File: config.mk
export PLATFORM = sky130hd
export DESIGN_NAME = hazard_unit
export DESIGN_NICKNAME = d
export VERILOG_FILES = /design/src/rtl/hazard_unit.sv
export SDC_FILE = /design/constraint.sdc
export NUM_CORES = 1
export LEC_CHECK = 0
export CAP_MARGIN = 20
export CORE_MARGIN = 1
export CORE_UTILIZATION = 49
export CTS_BUF_LIST = sky130_fd_sc_hd__clkbuf_8
export DETAILED_ROUTE_END_ITERATION = 6
export PLACE_DENSITY = 0.82
export SKIP_LAST_GASP = 1
export SYNTH_ARGS = -nofsm -noshare
export SYNTH_HDL_FRONTEND = slang
export SYNTH_SLANG_ARGS = --single-unit
File: constraint.sdc
create_clock -name CLK -period 2.94 [get_ports CLK]
set_clock_uncertainty 0.2 [all_clocks]
set_input_delay 0.441 -clock CLK [delete_from_list [all_inputs] [get_ports CLK]]
set_output_delay 0.441 -clock CLK [all_outputs]
set_load 0.02 [all_outputs]
File: src/rtl/hazard_unit.sv
// hazard_unit: pipeline stall/flush/halt control with saturating stall and flush counters
module hazard_unit #(
  parameter int CNT_W = 32
) (
  input  logic             CLK,
  input  logic             nRST,
  input  logic [4:0]       Rs_dec,
  input  logic [4:0]       Rt_dec,
  input  logic             useRt_dec,
  input  logic [4:0]       Rd_ex,
  input  logic             memRead_ex,
  input  logic             redirect_ex,
  input  logic             ihit,
  input  logic             dREN_mem,
  input  logic             dWEN_mem,
  input  logic             dhit,
  input  logic             halt_mem,
  output logic             pc_en,
  output logic             pc_redirect,
  output logic             ifde_en,
  output logic             idex_en,
  output logic             exmem_en,
  output logic             memwb_en,
  output logic             ifde_flush,
  output logic             idex_flush,
  output logic             memwb_flush,
  output logic             halt,
  output logic [CNT_W-1:0] stall_cnt,
  output logic [CNT_W-1:0] flush_cnt
);
  typedef enum logic {RUN, HALT} state_t;
  state_t state;
  logic dwait, loaduse, run, redir;
  assign dwait   = (dREN_mem | dWEN_mem) & ~dhit;
  assign loaduse = memRead_ex & (Rd_ex != 5'd0) &
                   ((Rd_ex == Rs_dec) | (useRt_dec & (Rd_ex == Rt_dec)));
  assign run     = nRST & (state == RUN);
  // a redirect under dwait is held in execute and serviced once the wait clears
  assign redir   = run & ~dwait & redirect_ex;
  always_comb begin
    pc_en       = run;
    pc_redirect = 1'b0;
    ifde_en     = run;
    idex_en     = run;
    exmem_en    = run;
    memwb_en    = run;
    ifde_flush  = 1'b0;
    idex_flush  = 1'b0;
    memwb_flush = 1'b0;
    if (run) begin
      if (dwait) begin
        pc_en       = 1'b0;
        ifde_en     = 1'b0;
        idex_en     = 1'b0;
        exmem_en    = 1'b0;
        memwb_flush = 1'b1;
      end else if (redirect_ex) begin
        pc_redirect = 1'b1;
        ifde_flush  = 1'b1;
        idex_flush  = 1'b1;
      end else if (loaduse) begin
        pc_en      = 1'b0;
        ifde_en    = 1'b0;
        idex_flush = 1'b1;
      end else if (~ihit) begin
        pc_en      = 1'b0;
        ifde_flush = 1'b1;
      end
    end
  end
  always_ff @(posedge CLK or negedge nRST) begin
    if (!nRST) begin
      state     <= RUN;
      halt      <= 1'b0;
      stall_cnt <= '0;
      flush_cnt <= '0;
    end else if (state == RUN) begin
      if (halt_mem && !dwait) begin
        state <= HALT;
        halt  <= 1'b1;
      end
      if (!pc_en && stall_cnt != '1) stall_cnt <= stall_cnt + 1'b1;
      if (redir && flush_cnt != '1) flush_cnt <= flush_cnt + 1'b1;
    end
  end
endmodule

Word-level counts from Yosys, hierarchy flattened
Cells that the tools add are included.

storage, ports and cells
  bits in registers = 66
  input port bits = 25
  output and inout bits = 74
  logic and storage cells = 58

operators by class
  add/sub/neg operators = 2
  eq/ne operators = 4
  mux-type cells = 27
  bitwise operators = 12
  reduce and logical (&&, ||, !) cells = 9

operators by type and width
  cell                                                              number
  32-bit by 1-bit adder with 32-bit output (second input constant)  2
  32-bit inequality test (second input constant)                    2
  1-bit 2-to-1 mux                                                  27
  5-bit equality test                                               2
  1-bit AND                                                         7
  2-bit AND reduction                                               3
  5-bit nonzero test                                                1
  1-bit logical AND                                                 3
  1-bit inverter                                                    3
  1-bit logical NOT                                                 2
  1-bit OR                                                          2

Logic depth before layout (Yosys ltp)
Gate-level depths: netlist of the first run.

  depth after elaboration = 11
  gate-level depth with buffers = 8
  depth with buffers taken out = 7

Least setup slack after synthesis of the first run
Ideal clock, no wire load.

  path type = input port to output port
  start = input port Rd_ex[1]
  end = output port ifde_flush
  arrival time = 1,850 ps
  data required time = 2,299 ps
  slack = 449 ps
  stages = 4
  buffers on the path = 0
  cell sequence = or4_1 > o21ai_1 > nor2_1 > o31ai_1

between the ends
  word-level cells in the longest chain between the ends = 8
  elaborated cells on any way between the ends = 11
  classes of those cells = eq/ne (2); mux (4); bitwise (4); reduce/logical (1)

RTL lines
  item                 line  RTL
  start: declaration   10    input logic [4:0] Rd_ex,
  5-bit equality test  36    ((Rd_ex == Rs_dec) | (useRt_dec & (Rd_ex == Rt_dec)));
  1-bit AND            36
  1-bit OR             36
  1-bit AND *          35    assign loaduse = memRead_ex & (Rd_ex != 5'd0) &
  1-bit 2-to-1 mux *   61    end else if (loaduse) begin
  1-bit 2-to-1 mux *   57    end else if (redirect_ex) begin
  1-bit 2-to-1 mux *   51    if (dwait) begin
  1-bit 2-to-1 mux *   50    if (run) begin
  end: declaration     24    output logic ifde_flush,

Every way passes the cells marked *; elsewhere a longest branch is shown, timed or not.

Worst setup path after layout of the first run
  start = input port Rt_dec[3]
  end = output port pc_en

between the ends
  word-level cells in the longest chain between the ends = 8

RTL lines
  item                 line  RTL
  start: declaration   8     input logic [4:0] Rt_dec,
  5-bit equality test  36
  1-bit AND            36
  1-bit OR             36
  1-bit AND            35
  1-bit 2-to-1 mux     61
  1-bit 2-to-1 mux     57
  1-bit 2-to-1 mux     51
  1-bit 2-to-1 mux     50
  end: declaration     18    output logic pc_en,

No other way between the ends.

==> run_results.csv, run 1 <==
group,metric,value,unit
logic_synthesis,yosys-top-cells-area,"dfrtp_1 (49%), xnor2_1 (12%), xor2_1 (5.4%), nand3_1 (5.2%), nand2_1 (3.7%)",
critical_path,critical_path_buf_inv_count,4,
floorplanning,core-area,6490,um^2
cts,clk_path_buf_depth,2,
placement,dp_slack,-0.380,ns
logic_synthesis,ys_seq_area_share,48.7,%
floorplanning,rows,29,
timing,tns,0,ns
placement,numPortBuffers,98,
floorplanning,die_area,7250,um^2
floorplanning,num_io_pins,99,
timing,setup_ws,0.0975,ns
timing,rsz0062_at_grt,"false",
cells_and_area,fillers,486,
grt,first_global_vias,2896,
logic_synthesis,ys_warn_count,0,
detailed_routing,vias,2907,
cts,clockRootBuffer,"clkbuf_8",
timing,setup-violations-final,0,
logic_synthesis,ys_ff_latch,66,
logic_synthesis,yosysUniqueCellTypes,40,
logic_synthesis,synth_edf_count,0,
detailed_routing,routedWlPerCell,14.7,um
logic_synthesis,syn_nets,362,
logic_synthesis,syn_area,3390,um^2
detailed_routing,first_pass_iters,4,
timing,min_period_over_period,96.7,%
cells_and_area,seq_area,1650,um^2
critical_path,worst_ep_required_time,2.30,ns
cts,cts_tree,"built",
status,status,"finished, final reports clean",
worst_hold_path,hp-class,"primary input to asynchronous set/reset pin",
critical_path,path_max_fanout,2,
power,vdd_drop_max,0.368,mV
timing,finalHoldViolCount,0,
grt,grt_max_degree,67,
detailed_routing,antenna_left,0,
cts,clk_pin_slew_worst_paths,0.07,ns
flow_run,maxCapViolations,0,
cts,cts_hold_buf,0,
cells_and_area,final_common_cell,"clkdlybuf4s50_1",
cts,numCtsBuffers,9,
timing,fmax,352,MHz
timing,period_needed,2.84,ns
placement,gp_congestion,0.789,
grt,grt_usage,23.8,%
detailed_routing,routed_via_density,5.42,
logic_synthesis,yosys.area.top_type,"dfrtp_1",
floorplanning,initial_core_util,52.2,%
cells_and_area,num_antenna_cells,0,
timing,relSlewSlack,44.6,%
power,total_power,1.90,mW
critical_path,arrival,2.20,ns
detailed_routing,drt_iter0_drc,160,
critical_path,endpoint_kind,"output port",
critical_path,crit_chain,"clkdlybuf4s50_1, xor2_1, nor4_2, a32oi_1, buf_4, o31ai_4, inv_2, clkdlybuf4s15_2",
detailed_routing,totalWireLength,7890,um
grt,antenna_found_initial,0,
cells_and_area,final_area,4750,um^2
logic_synthesis,syn_avg_cell_area,10.1,um^2
logic_synthesis,synth_async_sr_flop_share,100,%
timing,worst_pin_slew,0.831,ns
placement,place_area,4560,um^2
logic_synthesis,synth_flop_cell,"dfrtp_1",
critical_path,cp_slowest_cell,"clkdlybuf4s50_1",
cts,clock-sinks,66,
cts,clock_latency,0.34,ns
logic_synthesis,synthCells,335,
cells_and_area,drive_gt1_share,10.0,%
logic_synthesis,synth_top_area_share,48.7,%
cells_and_area,layout_common_cells,"clkdlybuf4s50_1 (89), dfrtp_1 (66), xnor2_1 (48), nand3_1 (35), nand2_1 (33)",
detailed_routing,drc,0,
grt,grt-ovfl-total,0,
floorplanning,die_width,85.2,um
cts,htree_num_levels,3,
cells_and_area,area_growth,40.1,%
critical_path,worstSetupStartpointType,"primary input",
cells_and_area,fin_nets,483,
power,power_density,401,nW/um^2
critical_path,crit_family,"buffers and inverters",
cells_and_area,multi_input_area,1680,um^2
critical_path,path_class,"primary input to output port",
placement,place_hpwl,6000,um
power,p_leak,1.99,nW
timing,drv_slew,0,
floorplanning,die_h,85.2,um
critical_path,slowest_delay,0.45,ns
grt,grt_pass1_wl,13400,um
-- metal layers --
| layer | wire length (um) | up-vias | global-route usage, % |
|---|---|---|---|
| li1 | - | 1416 | - |
| met1 | 3440 | 1382 | 30.6 |
| met2 | 3870 | 94 | 38.8 |
| met3 | 375 | 15 | 4.38 |
| met4 | 201 | 0 | 12.0 |
| met5 | 0 | - | 0 |
-- cell usage after synthesis (3+ instances only) --
master,count
and2_1,6
and3_1,11
and4_1,7
buf_2,3
dfrtp_1,66
inv_1,9
mux2_2,3
nand2_1,33
nand3_1,35
nand4_1,14
nor2_1,21
nor3_1,15
nor4_1,7
nor4b_1,3
xnor2_1,48
xor2_1,21
-- cell type report --
| type | count | share of cell area (%) |
|---|---|---|
| Inverter | 10 | 0.791 |
| Timing Repair Buffer | 116 | 23.3 |
| Multi-Input combinational cell | 253 | 35.3 |
| Clock inverter | 2 | 0.264 |
| Tap cell | 77 | 2.03 |
| Sequential cell | 66 | 34.8 |
| Clock buffer | 12 | 3.48 |
-- registers in the layout, indices dropped and copies added, names as in the netlist --
| name | flops |
|---|---|
| flush_cnt | 32 |
| halt | 1 |
| state | 1 |
| stall_cnt | 32 |
-- cell families (layout without fill, tap and decap cells) --
family | after synthesis | count (layout) | synth area share, %
xor gates and xnor gates | 70 | 70 | 18.3
AOI/OAI and AO/OA | 10 | 10 | 2.47
DFF | 66 | 66 | 48.7
muxes | 3 | 3 | 0.997
adders and majority gates | 2 | 2 | 0.738
buffers and inverters | 16 | 140 | 1.99
and+or+nand+nor | 168 | 168 | 26.8
-- report_power, final --
group	internal [mW]	total [mW]	switching, mW
Combinational	0.119	0.231	0.112
Clock	0.364	0.694	0.330
Sequential	0.940	0.976	0.0362
Total	1.42	1.90	0.478
-- final timing paths --
| path | from | end | slack [ns] | cells after the start |
|---|---|---|---|---|
| max in group asynchronous | nRST | stall_cnt[27]$_DFFE_PN0P_ | 1.89 | 2 |
| worst max-delay path | Rt_dec[3] | pc_en | 0.1 | 8 |
| worst max register to register | stall_cnt[4]$_DFFE_PN0P_ | stall_cnt[21]$_DFFE_PN0P_ | 0.50 | 6 |
| min in group CLK | flush_cnt[28]$_DFFE_PN0P_ | flush_cnt[28]$_DFFE_PN0P_ | 0.29 | 1 |
| worst min-delay path | nRST | flush_cnt[19]$_DFFE_PN0P_ | 0.12 | 2 |
| worst min register to register | flush_cnt[28]$_DFFE_PN0P_ | flush_cnt[28]$_DFFE_PN0P_ | 0.29 | 1 |
-- repair_timing --
item / CTS / global route
setup endpoints to repair: 4 / 2
gates resized for setup: 9 / 3
setup buffers: 1 / 0
pin swaps: 2 / 2
-- metrics by stage --
step	std cells	util, %	hold WS (ns)
after global routing	536	73.1	0.183
after detailed placement	521	70.2	0.285
after floorplan	335	-	-0.0546
after CTS	536	73.0	0.138
final	536	73.1	0.124
after global placement	521	70.2	0.266
(Power assumes the default switching activity.)
==> run 2: changes to the inputs <==
- PLACE_DENSITY: 0.82 -> 0.9
==> run 2 against run 1 <==
Hold slack worse by 0.014 ns. First-iteration DRC count fell by 2.5%. Register-to-register slack got worse by 0.02 ns. Design area fell by 0.74%. Global-route usage increased by 0.36 points. Combinational power grew 2%. Non-clock buffer count down 2.
==> run_results.csv, run 2 (same netlist as run 1, synthesis figures left out) <==
group,metric,value,unit
power,total_power,1.86,mW
cts,numCtsBuffers,9,
detailed_routing,topRoutingLayerUsed,"met4",
grt,first_global_vias,2879,
critical_path,cp_slowest_cell,"or4_1",
cts,post_cts_buffers,0,
cells_and_area,top_regs,"flush_cnt x32, stall_cnt x32",
timing,worst_pin_slew,0.817,ns
cells_and_area,final_common_cell,"clkdlybuf4s50_1",
floorplanning,die_area,7250,um^2
cells_and_area,area_growth,39.1,%
placement,place_hpwl,5930,um
cts,cts_hold_buf,0,
timing,min_period_over_period,97.1,%
timing,setup_ws,0.0846,ns
critical_path,crit_family,"buffers and inverters",
timing,tns,0,ns
detailed_routing,drc,0,
worst_hold_path,hp-class,"primary input to asynchronous set/reset pin",
detailed_routing,routed_via_density,5.39,
cts,htree_num_levels,3,
power,power_density,394,nW/um^2
detailed_routing,met1Wirelength,3550,um
grt,grt_pass1_wl,13600,um
cts,clk_path_buf_depth,2,
placement,dp_slack,-0.363,ns
detailed_routing,first_pass_iters,4,
detailed_routing,routedWlPerCell,15.1,um
cts,clk_pin_slew_worst_paths,0.07,ns
cells_and_area,num_antenna_cells,0,
floorplanning,core-area,6490,um^2
timing,setup-violations-final,0,
power,p_leak,1.96,nW
critical_path,critical_path_buf_inv_count,2,
detailed_routing,totalWireLength,8040,um
status,status,"finished, final reports clean",
flow_run,maxCapViolations,0,
cells_and_area,layout_common_cells,"clkdlybuf4s50_1 (93), dfrtp_1 (66), xnor2_1 (48), nand3_1 (35), nand2_1 (33)",
floorplanning,initial_core_util,52.2,%
critical_path,slowest_delay,0.54,ns
cts,clock_latency,0.34,ns
timing,drv_slew,0,
floorplanning,die_width,85.2,um
placement,numPortBuffers,98,
placement,gp_congestion,0.830,
detailed_routing,met2_length,3970,um
critical_path,worstSetupStartpointType,"primary input",
detailed_routing,met3WireLength,343,um
critical_path,worst_ep_required_time,2.30,ns
critical_path,path_class,"primary input to output port",
cts,cts_tree,"built",
cts,clockRootBuffer,"clkbuf_8",
grt,grt-ovfl-total,0,
detailed_routing,vias,2879,
critical_path,path_max_fanout,3,
placement,place_area,4550,um^2
cts,clock-sinks,66,
timing,period_needed,2.86,ns
detailed_routing,antenna_left,0,
cells_and_area,fin_nets,481,
timing,relSlewSlack,45.5,%
detailed_routing,drt_iter0_drc,156,
floorplanning,num_io_pins,99,
cells_and_area,drive_gt1_share,10.5,%
cells_and_area,final_area,4710,um^2
power,vdd_drop_max,0.285,mV
grt,grt_max_degree,67,
grt,grt_usage,24.2,%
critical_path,crit_chain,"clkdlybuf4s50_1, or4_1, o21ai_1, nor2_2, o31ai_1, clkbuf_2",
critical_path,arrival,2.21,ns
floorplanning,die_h,85.2,um
critical_path,endpoint_kind,"output port",
timing,finalHoldViolCount,0,
timing,fmax,350,MHz
floorplanning,rows,29,
cells_and_area,final_util,72.6,%
grt,antenna_found_initial,0,
-- run 2: changes by cell type in the layout (fill, tap and decap cells not counted), moves of 2 or more --
cell and change:
clkbuf_2 +3, buf_4 -2, clkdlybuf4s50_1 +4, clkbuf_8 -2
dlygate4sd2_1 -5
-- run 2: cell type report --
cell class	count	area [um^2]
fill	469	1780
timing repair buffer	114	1080
clock inverter	4	21.3
sequential	66	1650
inverter	10	37.5
clock buffer	10	138
multi-input combinational	253	1690
tap	77	96.3
-- run 2: metrics by stage --
stage	cells	hold slack (ns)
4_1_cts	534	0.133
2_1_floorplan	335	-0.0546
3_5_place_dp	520	0.262
3_3_place_gp	520	0.262
5_1_grt	534	0.201
6_report	534	0.110
-- run 2: power breakdown --
| part | internal, mW | switching (mW) | total, mW |
|---|---|---|---|
| sequential | 0.940 | 0.0376 | 0.978 |
| clock | 0.313 | 0.329 | 0.642 |
| combinational | 0.122 | 0.114 | 0.236 |
| total | 1.38 | 0.480 | 1.86 |
-- run 2: routing by layer --
layer  GRT usage [%]  up-vias
met5               0        -
met4            11.6        0
met3            5.06       12
met2            39.8       82
met1            30.5     1376
li1                -     1409
-- run 2: path summary, 6_finish.rpt --
kind	from	end	slack [ns]	depth (start not counted)
worst max-delay path	Rd_ex[2]	ifde_flush	0.08	6
worst min-delay path	nRST	stall_cnt[1]$_DFFE_PN0P_	0.11	2
worst max register to register	stall_cnt[6]$_DFFE_PN0P_	stall_cnt[27]$_DFFE_PN0P_	0.48	6
worst min register to register	halt$_DFFE_PN0P_	halt$_DFFE_PN0P_	0.28	1
max in group asynchronous	nRST	stall_cnt[23]$_DFFE_PN0P_	1.90	2
min in group CLK	halt$_DFFE_PN0P_	halt$_DFFE_PN0P_	0.28	1
-- run 2: repair_timing --
action	4_1_cts	5_1_grt
endpoints found under the setup margin	4	4
gates resized for setup	8	9
cloned	0	0
pin swaps	1	2
